[src/rtl/cache_fill_fsm_pkg.sv]
// Shared types and sizing for the cache block fill engine.
package cache_pkg;

   localparam int unsigned BLOCK_WORDS  = 8;
   localparam int unsigned OFFSET_W     = $clog2(BLOCK_WORDS);
   localparam int unsigned CNT_W        = OFFSET_W + 1;
   localparam int unsigned WORD_BYTES   = 2;
   localparam int unsigned WORD_W       = 16;
   localparam int unsigned ADDR_W       = 16;
   localparam int unsigned MEM_LATENCY  = 4;
   localparam int unsigned BLOCK_BYTE_W = $clog2(BLOCK_WORDS * WORD_BYTES);
   localparam int unsigned WORD_SHIFT   = $clog2(WORD_BYTES);

   typedef enum logic {IDLE, FILL} fill_state_t;

   // Byte address of word idx within the block at base; wraps modulo 2^ADDR_W.
   function automatic logic [ADDR_W-1:0] word_addr(input logic [ADDR_W-1:0]   base,
                                                   input logic [OFFSET_W-1:0] idx);
      return base + (ADDR_W'(idx) << WORD_SHIFT);
   endfunction

endpackage

[src/rtl/cache_fill_fsm_counter.sv]
// Fill progress counter: enable, synchronous clear, asynchronous reset.
module fill_counter #(
   parameter int unsigned W = 4
) (
   input  logic         clk,
   input  logic         rst,
   input  logic         en,
   input  logic         clr,
   output logic [W-1:0] count
);

   always_ff @(posedge clk or posedge rst) begin
      if (rst) begin
         count <= '0;
      end else if (clr) begin
         count <= '0;
      end else if (en) begin
         count <= count + W'(1);
      end
   end

endmodule

[src/rtl/cache_fill_fsm.sv]
// Cache miss fill engine: fetches one block from memory and streams it into the data array.
// Optional critical-word-first ordering via `define CACHE_FILL_CRITICAL_WORD_FIRST_EN.
module cache_fill_fsm
   import cache_pkg::*;
(
   input  logic                clk,
   input  logic                rst,
   input  logic                miss_detected,
   input  logic [ADDR_W-1:0]   miss_address,
   input  logic                memory_data_valid,
   input  logic [WORD_W-1:0]   memory_data,
   output logic                fsm_busy,
   output logic                mem_en,
   output logic [ADDR_W-1:0]   memory_address,
   output logic                write_data_array,
   output logic [OFFSET_W-1:0] data_offset,
   output logic [WORD_W-1:0]   fill_data,
`ifdef CACHE_FILL_CRITICAL_WORD_FIRST_EN
   output logic                critical_word_ready,
`endif
   output logic                write_tag_array
);

   fill_state_t         state;
   logic [ADDR_W-1:0]   base;
   logic [CNT_W-1:0]    issue_cnt;
   logic [CNT_W-1:0]    recv_cnt;
   logic [OFFSET_W-1:0] issue_idx;
   logic [OFFSET_W-1:0] recv_idx;
   logic                unused_ok;
`ifdef CACHE_FILL_CRITICAL_WORD_FIRST_EN
   logic [OFFSET_W-1:0] crit;
`endif

   // Low address bits only select the word within the block.
   assign unused_ok = ^miss_address[BLOCK_BYTE_W-1:0];

   always_ff @(posedge clk or posedge rst) begin
      if (rst) begin
         state <= IDLE;
         base  <= '0;
`ifdef CACHE_FILL_CRITICAL_WORD_FIRST_EN
         crit  <= '0;
`endif
      end else begin
         case (state)
            IDLE: begin
               if (miss_detected) begin
                  state <= FILL;
                  base  <= {miss_address[ADDR_W-1:BLOCK_BYTE_W], {BLOCK_BYTE_W{1'b0}}};
`ifdef CACHE_FILL_CRITICAL_WORD_FIRST_EN
                  crit  <= miss_address[BLOCK_BYTE_W-1:WORD_SHIFT];
`endif
               end
            end
            FILL: begin
               if (write_tag_array) begin
                  state <= IDLE;
               end
            end
            default: state <= IDLE;
         endcase
      end
   end

   // Requests stream out back-to-back; returned words are written as they arrive.
   always_comb begin
`ifdef CACHE_FILL_CRITICAL_WORD_FIRST_EN
      issue_idx = crit + issue_cnt[OFFSET_W-1:0];
      recv_idx  = crit + recv_cnt[OFFSET_W-1:0];
`else
      issue_idx = issue_cnt[OFFSET_W-1:0];
      recv_idx  = recv_cnt[OFFSET_W-1:0];
`endif
      fsm_busy         = (state == FILL);
      mem_en           = fsm_busy && (issue_cnt < CNT_W'(BLOCK_WORDS));
      memory_address   = mem_en ? word_addr(base, issue_idx) : '0;
      write_data_array = fsm_busy && memory_data_valid && (recv_cnt < issue_cnt);
      data_offset      = write_data_array ? recv_idx : '0;
      fill_data        = write_data_array ? memory_data : '0;
      write_tag_array  = write_data_array && (recv_cnt == CNT_W'(BLOCK_WORDS - 1));
`ifdef CACHE_FILL_CRITICAL_WORD_FIRST_EN
      critical_word_ready = write_data_array && (recv_cnt == '0);
`endif
   end

   fill_counter #(.W(CNT_W)) u_issue_cnt (
      .clk   (clk),
      .rst   (rst),
      .en    (mem_en),
      .clr   (write_tag_array),
      .count (issue_cnt)
   );

   fill_counter #(.W(CNT_W)) u_recv_cnt (
      .clk   (clk),
      .rst   (rst),
      .en    (write_data_array),
      .clr   (write_tag_array),
      .count (recv_cnt)
   );

endmodule

[config.mk]
export PLATFORM = sky130hd
export DESIGN_NAME = cache_fill_fsm
export DESIGN_NICKNAME = d
export VERILOG_FILES = /design/src/rtl/cache_fill_fsm_pkg.sv /design/src/rtl/cache_fill_fsm_counter.sv /design/src/rtl/cache_fill_fsm.sv
export SDC_FILE = /design/constraint.sdc
export NUM_CORES = 1
export LEC_CHECK = 0
export ABC_AREA = 1
export CAP_MARGIN = 20
export CORE_MARGIN = 4
export CORE_UTILIZATION = 35
export DETAILED_ROUTE_END_ITERATION = 8
export MAX_ROUTING_LAYER = met4
export PLACE_DENSITY_LB_ADDON = 0.1
export SLEW_MARGIN = 20
export SYNTH_ARGS = -nofsm -noshare
export SYNTH_HDL_FRONTEND = slang
export SYNTH_SLANG_ARGS = --single-unit
[constraint.sdc]
create_clock -name clk -period 1.7 [get_ports clk]
set_input_delay 0.255 -clock clk [delete_from_list [all_inputs] [get_ports clk]]
set_output_delay 0.255 -clock clk [all_outputs]
set_load 0.03 [all_outputs]
-- Word-level counts from Yosys, hierarchy flattened
Index checks and enable logic that the tools add are counted.
- output and inout port bits: 39
- word-level logic and storage cells: 28
- input bits: 36
- register bits after elaboration: 21
- equal/unequal tests: 1
- bitwise operators: 1
- reduce and logical (&&, ||, !) cells: 7
- order comparisons: 2
- multiplexer cells: 10
- add/sub/neg operators: 3
- operators by type and width (cell ; number):
    two-way mux 16 bit ; 2
    adder 16 x 4 -> 16 bit ; 1
    two-way mux 4 bit ; 4
    adder 4 x 1 -> 4 bit, second input constant ; 2
    == test 4 x 3 -> 1 bit, second input constant ; 1
    logical AND 1 bit ; 4
    less-than comparator 4 bit ; 1
    less-than comparator 4 bit, second input constant ; 1
    nonzero test 2 bit ; 2
    two-way mux 3 bit ; 1
    two-way mux 1 bit ; 2
    case mux 1 bit (2 select lines) ; 1
    AND reduction 2 bit ; 1
    inverter 1 bit ; 1

-- Longest topological paths before layout
Gate-level depths: netlist of run 1.
- depth in word-level cells: 5
- gate-level depth with buffers: 9
- gate-level depth less buffers: 9

-- Cells and area by module
Synthesis of run 1 repeated with hierarchy kept, for this count alone.
- cell total of the unflattened synthesis: 187
- area total of the unflattened synthesis: 1328.8 um^2
- modules (own cells, without submodules) (module ; times used ; area an instance (um^2) ; cells each ; sequential area each (um^2)):
    cache_fill_fsm ; 1 ; 940.9 ; 139 ; 325.3
    fill_counter ; 2 ; 193.9 ; 24 ; 100.1

-- Worst setup path after synthesis of run 1
OpenSTA, ideal clock, no wires.
- kind: flip-flop to output port
- from: register state (netlist: fsm_busy)
- to: output port memory_address[10]
- slack: -0.361 ns
- data arrival time: 1.806 ns
- stages on the path, launching flop included: 6
- path buffers: 1
- data required time: 1.445 ns
- path through: dfrtp_1 -> inv_1 -> nor2_2 -> inv_1 -> buf_2 -> nor2_1
- word-level cells in the longest chain between the ends: 2
- ends and longest elaborated chain (what ; line ; source):
    start, declared ; cache_fill_fsm.sv:24 ; fill_state_t state;
    start signal, assigned ; cache_fill_fsm.sv:40 ; state <= IDLE;
    start signal, assigned ; cache_fill_fsm.sv:49 ; state <= FILL;
    start signal, assigned ; cache_fill_fsm.sv:58 ; state <= IDLE;
    logical AND 1 bit ; cache_fill_fsm.sv:76 ; mem_en = fsm_busy && (issue_cnt < CNT_W'(BLOCK_WORDS));
    net mem_en ; cache_fill_fsm.sv:13 ; output logic mem_en,
    two-way mux 16 bit ; cache_fill_fsm.sv:77 ; memory_address = mem_en ? word_addr(base, issue_idx) : '0;
    end, declared ; cache_fill_fsm.sv:14 ; output logic [ADDR_W-1:0] memory_address,
The timed path passes the listed nets, and every way through them passes these cells.

-- Worst setup path after layout of run 1
- from: register u_issue_cnt.count[3]
- to: output port fill_data[12]
- word-level cells in the longest chain between the ends: 3
- ends and longest elaborated chain (what ; line ; source):
    start, declared ; cache_fill_fsm_counter.sv:9 ; output logic [W-1:0] count
    start signal, assigned ; cache_fill_fsm_counter.sv:18 ; count <= count + W'(1);
    less-than comparator 4 bit ; cache_fill_fsm.sv:78 ; write_data_array = fsm_busy && memory_data_valid && (recv_cnt < issue_cnt);
    logical AND 1 bit ; cache_fill_fsm.sv:78 ;
    two-way mux 16 bit ; cache_fill_fsm.sv:80 ; fill_data = write_data_array ? memory_data : '0;
    end, declared ; cache_fill_fsm.sv:17 ; output logic [WORD_W-1:0] fill_data,
Every way passes these cells.

==> qor.txt, run 1 <==
First-pass GRT wire length: 5906 um
Via count: 1,396
DRC errors left: 0
Worst r2r dst: u_recv_cnt.count[0]$_DFFE_PP0P_
Multi-input logic area: 802.0 um^2
Yosys top cell area share: 41.02%
Worst slack, placed: -129.1 ps
Via/cell ratio: 4.335
CP Data Arrival Time: 1820 ps
Largest net degree at the start of global routing: 25
Hpwl dp: 2667 um
Max Cap Viol: 0
LEAKAGE: 1.343 nW
Buf/Inv on CP: 3
Initial antenna violation count: 0
Synthesized area: 1281 um^2
Ys async rst share: 100.0%
Min Tclk post-route: 2079 ps
Clk slew on worst S/H paths: 80 ps
Final setup viols: 21
RSZ-0062 raised after global routing: yes
Post-synthesis sequential area ratio: 41.02%
Core ar.: 3442 um^2
Chip width: 68.51 um
GRT Residual Overflow: 0
Worst Setup End Kind: primary output
Die Area: 4693 um^2
Starting density of the core: 37.22%
Slew Viols, Final: 0
Clk_lat worst skew: 260 ps
WL met2: 1952 um
Crit-path max FO: 5
Clock Tree Buf Depth: 2
Final Core Density: 74.99%
Main synth FF type: dfrtp_1
Largest stage delay on the critical path: 390 ps
Critical-path cell list: inv_2 -> ha_4 -> nand2_2 -> nor3b_4 -> nand2_8 -> buf_12 -> nor2_4 -> buf_6
Final hold viol count: 0
Power per cell area: 2064 nW/um^2
Yosys reg bits: 21
Post-DRT Antenna Nets: 0
Fill count: 272
Top cell family by delay on the critical path: simple AND/OR/NAND/NOR gates
Synth area leaders: dfrtp_1, inv_1, nor2_1
Post-synth EDFFs: 0
CTS H-Tree Depth: 1
Reg2reg path depth: 9
FMAX: 481.0 MHz
ANT cells: 0
Ys Warns: 0
R2R Path Start: u_issue_cnt.count[3]$_DFFE_PP0P_
IO Port Bufs: 69
Num ports: 75
Root Driver: clkbuf_8
Hold Path Class: in -> async
Critical Path RT: 1440 ps
Net Count, Synth: 225
CTS tree: done
Syn_area_per_cell: 6.963 um^2
Failing checks: negative setup slack
R2R Setup Slk: 40 ps
Post-route setup slack: -378.9 ps
M1 wire length: 1413 um
Layout cell share with drive strength beyond 1: 41.30%
CTS Sinks: 21
Peak supply drop: 1.062 mV
Final wirelength: 3814 um
Nets: 318
Setup_tns: -7381 ps
Routed wire length per instance: 11.84 um
Cells after Synth: 184
Met3 routed WL: 425 um
Pre-Repair DR Iteration Count: 4
Die Ht: 68.51 um
Placer Congestion: 0.7679
Final Cycle Share: 122.3%
Placement Rows: 21
Vias in the first global route: 1,345
Clock skew: 3.534 ps
DRT iter0 DRCs: 36
Slowest cell on the critical path: dfrtp_1
Register area: 526.8 um^2
CP Class: reg -> out
Overall global routing resource usage: 17.22%
CTS buffer count: 3
Max Used Layer: met4
Distinct cells, synth: 19
Outcome: finished, violations left
Area delta synth->final: 101.5%
Area leader, netlist: dfrtp_1
Worst setup SP type: register
## synthesized netlist by cell type (2+ instances only)
library cell,instances
inv_1,51
nor2_1,43
nand2_1,27
dfrtp_1,21
a21oi_1,12
ha_1,5
buf_2,3
nand3_1,3
nand4_1,3
nor2_2,3
o21ai_0,3
buf_6,2
xnor2_1,2
## power breakdown
part | total (mW) | internal, mW | switching, mW
Combinational | 4.12 | 1.81 | 2.31
Clock | 0.329 | 0.163 | 0.166
Sequential | 0.881 | 0.749 | 0.132
## layer usage
metal / vias to the layer above / track usage, %
li1: 709 / -
met1: 631 / 18.34
met2: 52 / 31.35
met3: 4 / 4.538
met4: 0 / 4.467
met5: - / -
## per-stage QoR
step | area (um^2) | std cells | hold slack, ps | power (mW)
after floorplan | 1511 | 184 | 231.5 | 3.190
after global placement | 2273 | 311 | 492.8 | 4.284
after detailed placement | 2273 | 311 | 508.8 | 4.332
after CTS | 2520 | 321 | 330.9 | 5.165
after global routing | 2581 | 322 | 344.4 | 5.689
final | 2581 | 322 | 325.5 | 5.328
## registers in the layout, indices dropped and copies added, names as in the netlist
signal / count
base: 12
u_issue_cnt.count: 4
u_recv_cnt.count: 4
fsm_busy: 1
## how the worst max path moves through the flow
stage	startpoint	end	slack [ps]	depth (start not counted)
after global placement	memory_data_valid	fill_data[10]	-100	7
after global routing	u_issue_cnt.count[3]$_DFFE_PP0P_	fill_data[4]	-440	8
after floorplan	u_issue_cnt.count[3]$_DFFE_PP0P_	fill_data[10]	-50	7
final	u_issue_cnt.count[3]$_DFFE_PP0P_	fill_data[12]	-380	8
after detailed placement	memory_data_valid	fill_data[10]	-130	7
after CTS	u_issue_cnt.count[3]$_DFFE_PP0P_	fill_data[2]	-350	8
## repair_timing
action / in CTS / in global routing
hold buffers: 0 / 0
gates cloned: 2 / 0
pin swaps: 4 / 2
endpoints found under the setup margin: 34 / 35
gates resized for setup: 34 / 17
endpoints found under the hold margin: 0 / 0
buffers inserted: 4 / 1
## placed cells by master, fill, tap and decap left out, types with 6 or more instances in the layout
master,synthesis,final
nor2_4,0,30
buf_6,2,25
nand2_1,27,20
nand2_2,1,6
buf_4,1,31
clkdlybuf4s50_1,0,32
a21oi_1,12,12
nor2_1,43,16
inv_1,51,46
dfrtp_1,21,20
## area by class of cell
cell class	count	share of cell area, %
repair buffers	94	36.98
clock buffers	3	1.600
well taps	46	2.230
inverters	51	7.513
flip-flops and latches	21	20.41
multi-input cells	106	31.07
clock inverters	1	0.1939
## logic make-up after synthesis
family | count (synthesis) | share of synthesized area [%]
fa+ha+maj | 5 | 4.883
buf+inv | 57 | 18.46
flops | 21 | 41.02
other cells | 1 | 0.2927
simple gates | 82 | 27.44
xor+xnor | 3 | 2.051
compound gates | 15 | 5.859
## worst register-to-register path, cell delays in order (launching register included)
cell	delay (ps)
dfrtp_1	390
inv_2	90
ha_4	210
nand2_2	50
nor3b_4	290
nand2_8	130
buf_16	190
buf_6	120
nand2_2	50
nand2_2	40
No activity file was read; power rests on OpenSTA's default activity.
==> inputs of run 2 (changes only) <==
--- a/config.mk
+++ b/config.mk
@@ -12,6 +12,7 @@
 export DETAILED_ROUTE_END_ITERATION = 8
 export MAX_ROUTING_LAYER = met4
 export PLACE_DENSITY_LB_ADDON = 0.1
+export REMOVE_ABC_BUFFERS = 1
 export SLEW_MARGIN = 20
 export SYNTH_ARGS = -nofsm -noshare
 export SYNTH_HDL_FRONTEND = slang
==> run 2 against run 1 <==
  * The run still ends with negative setup slack left
  * Clock-buffer cell count unchanged
  * Sequential power down 0.5%
  * Clock skew increased by 3.3 ps
  * Utilization is 0.62 points lower
  * First-iteration DRC count increased by 67%
  * Total power hardly changed
  * Critical path depth stayed put
  * Worst hold slack worse by 20 ps
  * Critical path type unchanged
  * Largest power group unchanged
==> qor.txt, run 2 (same netlist as run 1, synthesis figures left out) <==
Outcome: finished, violations left (unchanged)
Failing checks: negative setup slack (unchanged)
Die Area: 4693 um^2 (unchanged)
DRT iter0 DRCs: 60 (was 36)
Clock skew: 6.805 ps (was 3.534 ps)
Most common cell after layout, fill and taps aside: inv_1 (unchanged)
ANT cells: 0 (unchanged)
Part of the power in combinational logic: 77.1% (was 77.3%)
Fill count: 270 (was 272)
Nets: 317 (was 318)
Final Cycle Share: 118.0% (was 122.3%)
GRT Residual Overflow: 0 (unchanged)
Sw Share: 49.66% (was 48.90%)
Placer Congestion: 0.7636 (was 0.7679)
Post-route setup slack: -306.8 ps (was -378.9 ps)
Root Driver: clkbuf_8 (unchanged)
CP startpoint: u_issue_cnt.count[3]$_DFFE_PP0P_ (unchanged)
Starting density of the core: 37.22% (unchanged)
RSZ-0062 raised after global routing: yes (unchanged)
Area post-placement: 1992 um^2 (was 2273 um^2)
First-pass GRT wire length: 5306 um (was 5906 um)
Buf/Inv on CP: 3 (unchanged)
Top cell family by delay on the critical path: simple AND/OR/NAND/NOR gates (unchanged)
Overall global routing resource usage: 15.32% (was 17.22%)
Routed wire length per instance: 11.99 um (was 11.84 um)
Worst setup endpoint: data_offset[0] (was fill_data[12])
Clock Tree Buf Depth: 2 (unchanged)
Switching power: 2.644 mW (was 2.605 mW)
Hpwl dp: 2438 um (was 2667 um)
R2R Path Start: u_issue_cnt.count[3]$_DFFE_PP0P_ (unchanged)
Hold-fix buffers at CTS: 0 (unchanged)
CTS tree: done (unchanged)
Worst Setup End Kind: primary output (unchanged)
Biggest regs: base (12), u_issue_cnt.count (4), u_recv_cnt.count (4) (unchanged)
Critical Path RT: 1440 ps (about the same)
CTS buffer count: 3 (unchanged)
Chip width: 68.51 um (unchanged)
LEAKAGE: 1.329 nW (was 1.343 nW)
Via count: 1,408 (was 1,396)
R2R Setup Slk: 80 ps (was 40 ps)
Die Ht: 68.51 um (unchanged)
Peak supply drop: 1.514 mV (was 1.062 mV)
Placement Rows: 21 (unchanged)
CP Class: reg -> out (unchanged)
Min Tclk post-route: 2007 ps (was 2079 ps)
Crit path depth: 8 (unchanged)
Final setup viols: 35 (was 21)
Slew Viols, Final: 0 (unchanged)
CP Data Arrival Time: 1750 ps (was 1820 ps)
Clk slew on worst S/H paths: 90 ps (was 80 ps)
Critical-path cell list: inv_2 -> ha_4 -> nand2_2 -> nor3b_4 -> buf_6 -> nand2_8 -> nor2_1 -> buf_4 (was inv_2 -> ha_4 -> nand2_2 -> nor3b_4 -> nand2_8 -> buf_12 -> nor2_4 -> buf_6)
Final hold viol count: 0 (unchanged)
Initial antenna violation count: 0 (unchanged)
Max FFs per register: 12 (unchanged)
Slowest cell on the critical path: dfrtp_1 (unchanged)
Max Cap Viol: 0 (unchanged)
Via/cell ratio: 4.386 (was 4.335)
Crit-path max FO: 5 (unchanged)
Post-DRT Antenna Nets: 0 (unchanged)
Core ar.: 3442 um^2 (unchanged)
Hold Path Class: in -> async (unchanged)
Pre-Repair DR Iteration Count: 4 (unchanged)
CTS H-Tree Depth: 1 (unchanged)
Vias in the first global route: 1,231 (was 1,345)
Worst setup SP type: register (unchanged)
Total power: 5.324 mW (was 5.328 mW)
Sequential power share: 16.5% (about the same)
Largest stage delay on the critical path: 400 ps (was 390 ps)
Largest register by flop count: base (unchanged)
Post-layout instance area: 2560 um^2 (was 2581 um^2)
Worst r2r dst: u_recv_cnt.count[2]$_DFFE_PP0P_ (was u_recv_cnt.count[0]$_DFFE_PP0P_)
Layout cell share with drive strength beyond 1: 38.91% (was 41.30%)
Reg2reg path depth: 9 (unchanged)
Largest net degree at the start of global routing: 25 (unchanged)
IO Port Bufs: 69 (unchanged)
Final wirelength: 3849 um (was 3814 um)
WHS: 305.2 ps (was 325.5 ps)
Internal power: 2.680 mW (was 2.723 mW)
Num ports: 75 (unchanged)
Commonest cells after routing, fill and taps aside: inv_1, buf_6, clkdlybuf4s50_1 (was inv_1, clkdlybuf4s50_1, buf_4)
Clk_lat worst skew: 260 ps (about the same)
Area delta synth->final: 99.81% (was 101.5%)
FMAX: 498.3 MHz (was 481.0 MHz)
Power per cell area: 2080 nW/um^2 (was 2064 nW/um^2)
DRC errors left: 0 (unchanged)
Setup_tns: -7311 ps (was -7381 ps)
CTS Sinks: 21 (unchanged)
Clk pwr share: 6.5% (was 6.2%)
-- run 2: cell types whose count changed in the layout (fill, tap and decap cells not counted), sizes merged --
cell and delta:
clkinv -1, clkinvlp +2, dlygate4sd2 +1, nand2 +2, clkbuf +1, inv -1, clkdlybuf4s15 -1, buf -4
-- run 2: how the worst min path moves through the flow --
stage                                    from              endpoint  slack [ps]  depth (start not counted)
after floorplan                           rst  base[10]$_DFFE_PP0P_         230                          1
after global placement    base[6]$_DFFE_PP0P_   base[6]$_DFFE_PP0P_         490                          2
after detailed placement  base[5]$_DFFE_PP0P_   base[5]$_DFFE_PP0P_         500                          2
after CTS                                 rst  base[11]$_DFFE_PP0P_         320                          3
after global routing                      rst  base[11]$_DFFE_PP0P_         350                          3
final                                     rst  base[11]$_DFFE_PP0P_         310                          3
-- run 2: final cells by class --
cell class | count | area [um^2] | area share [%]
timing repair buffer | 91 | 949.7 | 37.10
multi-input combinational | 108 | 783.3 | 30.60
sequential | 21 | 525.5 | 20.53
inverter | 51 | 195.2 | 7.625
tap | 46 | 57.56 | 2.248
clock buffer | 3 | 41.29 | 1.613
clock inverter | 1 | 7.507 | 0.2933
-- run 2: tightest hold or removal path: cells and delay by family --
family | cells | cell delay [ps]
buffers and inverters | 3 | 710
-- run 2: power groups by stage --
stage | clock network (mW) | registers, mW | logic [mW]
after CTS | 0.343 | 0.868 | 3.31
after floorplan | 0 | 0.887 | 1.73
after global routing | 0.366 | 0.901 | 4.42
after global placement | 0 | 0.866 | 2.80
after detailed placement | 0 | 0.875 | 2.82
final | 0.344 | 0.877 | 4.10
-- run 2: metal layers --
layer / global-route usage [%] / share of wire, %
met4: 5.211 / 1.0
met5: - / 0
met3: 2.431 / 5.3
met2: 23.72 / 52
met1: 20.36 / 41
-- run 2: through the flow --
stage                     worst slack, ps  instances  util, %
after floorplan                    -340.1        178        -
after global placement             -139.6        306    57.87
after detailed placement           -144.2        306    57.87
after CTS                          -298.2        317    64.74
after global routing               -394.0        321    74.37
final                              -306.8        321    74.37
-- run 2: timing repair --
item	4_1_cts	5_1_grt
cloned	2	1
buffers inserted	5	4
resized for setup	30	74
pin swaps	5	5
setup endpoints to repair	36	45
==> inputs of run 3 (changes only) <==
--- a/config.mk
+++ b/config.mk
@@ -7,13 +7,11 @@
 export LEC_CHECK = 0
 export ABC_AREA = 1
 export CAP_MARGIN = 20
-export CORE_MARGIN = 4
 export CORE_UTILIZATION = 35
 export DETAILED_ROUTE_END_ITERATION = 8
 export MAX_ROUTING_LAYER = met4
 export PLACE_DENSITY_LB_ADDON = 0.1
 export REMOVE_ABC_BUFFERS = 1
-export SLEW_MARGIN = 20
 export SYNTH_ARGS = -nofsm -noshare
 export SYNTH_HDL_FRONTEND = slang
 export SYNTH_SLANG_ARGS = --single-unit
==> constraint.sdc (replaced) <==
create_clock -name clk -period 1.7 [get_ports clk]
set_input_delay 0.34 -clock clk [delete_from_list [all_inputs] [get_ports clk]]
set_output_delay 0.34 -clock clk [all_outputs]
set_load 0.03 [all_outputs]
==> run 3 against run 2 <==
  * The run still ends with negative setup slack left
  * Worst hold slack improved by 47 ps
  * Combinational power increased by 6.1%
  * Clock power decreased by 32%
  * Register-to-register slack got worse by 180 ps
  * Maximum frequency decreased by 7.0%
  * First-iteration DRC count decreased by 42%
  * Sequential share of layout area decreased by 0.63 points
  * Clock skew increased by 3.0 ps
  * Highest routed layer unchanged
==> qor.txt, run 3 (same netlist as run 1, synthesis figures left out) <==
Peak supply drop: 1.046 mV (was 1.514 mV)
Largest register by flop count: base (unchanged)
Slew Viols, Final: 0 (unchanged)
Via/cell ratio: 4.332 (was 4.386)
Worst Setup End Kind: primary output (unchanged)
Post-route setup slack: -457.5 ps (was -306.8 ps)
Final setup viols: 39 (was 35)
Placed cell count: 310 (was 306)
Max Cap Viol: 0 (unchanged)
Final hold viol count: 0 (unchanged)
Max Used Layer: met4 (unchanged)
Initial antenna violation count: 0 (unchanged)
Largest stage delay on the critical path: 400 ps (about the same)
First-pass GRT wire length: 6113 um (was 5306 um)
Starting density of the core: 37.51% (was 37.22%)
Outcome: finished, violations left (unchanged)
Layout cell share with drive strength beyond 1: 41.13% (was 38.91%)
WL met2: 2066 um (was 2014 um)
FMAX: 463.5 MHz (was 498.3 MHz)
Via count: 1,421 (was 1,408)
CTS buffer count: 3 (unchanged)
Largest net degree at the start of global routing: 26 (was 25)
Routed wire length per instance: 11.54 um (was 11.99 um)
DRC errors left: 0 (unchanged)
Vias in the first global route: 1,335 (was 1,231)
Power per cell area: 2066 nW/um^2 (was 2080 nW/um^2)
ANT cells: 0 (unchanged)
CP Class: reg -> out (unchanged)
Crit-path max FO: 5 (unchanged)
Critical Path RT: 1360 ps (was 1440 ps)
Min Tclk post-route: 2157 ps (was 2007 ps)
Pre-Repair DR Iteration Count: 3 (was 4)
Die Ht: 62.51 um (was 68.51 um)
Setup_tns: -10,080 ps (was -7311 ps)
Final Cycle Share: 126.9% (was 118.0%)
Slowest cell on the critical path: dfrtp_1 (unchanged)
Failing checks: negative setup slack (unchanged)
Die Area: 3907 um^2 (was 4693 um^2)
CTS H-Tree Depth: 1 (unchanged)
IO Port Bufs: 69 (unchanged)
Commonest cells after routing, fill and taps aside: inv_1, buf_6, clkdlybuf4s50_1 (unchanged)
Clock skew: 9.758 ps (was 6.805 ps)
Clk_lat worst skew: 300 ps (was 260 ps)
Core ar.: 3416 um^2 (was 3442 um^2)
Biggest regs: base (12), u_issue_cnt.count (4), u_recv_cnt.count (4) (unchanged)
Final Non-Filler Cells: 328 (was 321)
Num ports: 75 (unchanged)
Clock Tree Buf Depth: 2 (unchanged)
Placer Congestion: 0.8074 (was 0.7636)
M1 wire length: 1582 um (was 1590 um)
Most common cell after layout, fill and taps aside: inv_1 (unchanged)
Post-DRT Antenna Nets: 0 (unchanged)
Clk slew on worst S/H paths: 120 ps (was 90 ps)
GRT Residual Overflow: 0 (unchanged)
CP Data Arrival Time: 1820 ps (was 1750 ps)
LEAKAGE: 1.360 nW (was 1.329 nW)
RSZ-0062 raised after global routing: yes (unchanged)
Max FFs per register: 12 (unchanged)
Met3 routed WL: 120 um (was 204 um)
Worst setup SP type: register (unchanged)
Root Driver: clkbuf_4 (was clkbuf_8)
Hold Path Class: in -> async (unchanged)
Overall global routing resource usage: 19.96% (was 15.32%)
Chip width: 62.51 um (was 68.51 um)
Hpwl dp: 2271 um (was 2438 um)
Area delta synth->final: 106.2% (was 99.81%)
Critical-path cell list: inv_2 -> ha_4 -> nand2_1 -> nor3b_4 -> buf_6 -> nand2_4 -> nor2_1 -> buf_4 (was inv_2 -> ha_4 -> nand2_2 -> nor3b_4 -> buf_6 -> nand2_8 -> nor2_1 -> buf_4)
Final wirelength: 3784 um (was 3849 um)
CTS tree: done (unchanged)
Nets: 324 (was 317)
Placement Rows: 21 (unchanged)
DRT iter0 DRCs: 35 (was 60)
CTS Sinks: 21 (unchanged)
## run 3: worst paths after layout
kind	from	end	slack, ps	cells past startpoint
worst min register to register	base[5]$_DFFE_PP0P_	base[5]$_DFFE_PP0P_	550	2
min in group clk	base[5]$_DFFE_PP0P_	base[5]$_DFFE_PP0P_	550	2
worst min-delay path	rst	u_recv_cnt.count[0]$_DFFE_PP0P_	350	3
worst max-delay path	u_issue_cnt.count[3]$_DFFE_PP0P_	fill_data[14]	-460	8
max in group asynchronous	rst	u_issue_cnt.count[0]$_DFFE_PP0P_	1130	3
worst max register to register	u_issue_cnt.count[3]$_DFFE_PP0P_	u_recv_cnt.count[1]$_DFFE_PP0P_	-100	11
## run 3: timing repair
item / in CTS / in global routing
pin swaps: 9 / 6
setup endpoints to repair: 35 / 46
resized for setup: 100 / 19
cloned: 4 / 0
buffers inserted: 9 / 3
hold buffers: 0 / 0
## run 3: metal layers
layer | GRT usage, % | vias to the layer above
met5 | - | -
met4 | 3.488 | 0
met3 | 2.555 | 2
met2 | 36.28 | 37
met1 | 23.62 | 657
li1 | - | 725
## run 3: where the power goes
| part | internal [mW] | switching, mW |
|---|---|---|
| logic | 1.88 | 2.47 |
| clock network | 0.0913 | 0.143 |
| registers | 0.745 | 0.130 |
## run 3: critical path, delay by kind of cell (launching register included)
kind	cells	cell delay [ps]
adder cells (fa/ha/maj)	1	200
buffers and inverters	3	460
flip-flops	1	400
AND/OR/NAND/NOR	4	450
## run 3: stage by stage
step / worst slack [ps] / utilization, % / instance area [um^2] / hold WS, ps / power (mW)
finish: -457.5 / 77.33 / 2641 / 352.0 / 5.458
global route: -547.6 / 77.33 / 2641 / 364.9 / 5.808
CTS: -446.8 / 74.98 / 2561 / 345.1 / 5.251
detailed placement: -260.8 / 59.85 / 2044 / 504.6 / 3.791
global placement: -246.3 / 59.85 / 2044 / 493.6 / 3.768
floorplan: -425.1 / - / 1236 / 316.5 / 2.613
## run 3: layout make-up
cell class / instances / area [um^2]
clock buffers: 4 / 26.28
fillers: 245 / 774.5
inverters: 51 / 196.4
multi-input cells: 109 / 828.3
flip-flops and latches: 21 / 525.5
well taps: 46 / 57.56
repair buffers: 97 / 1007
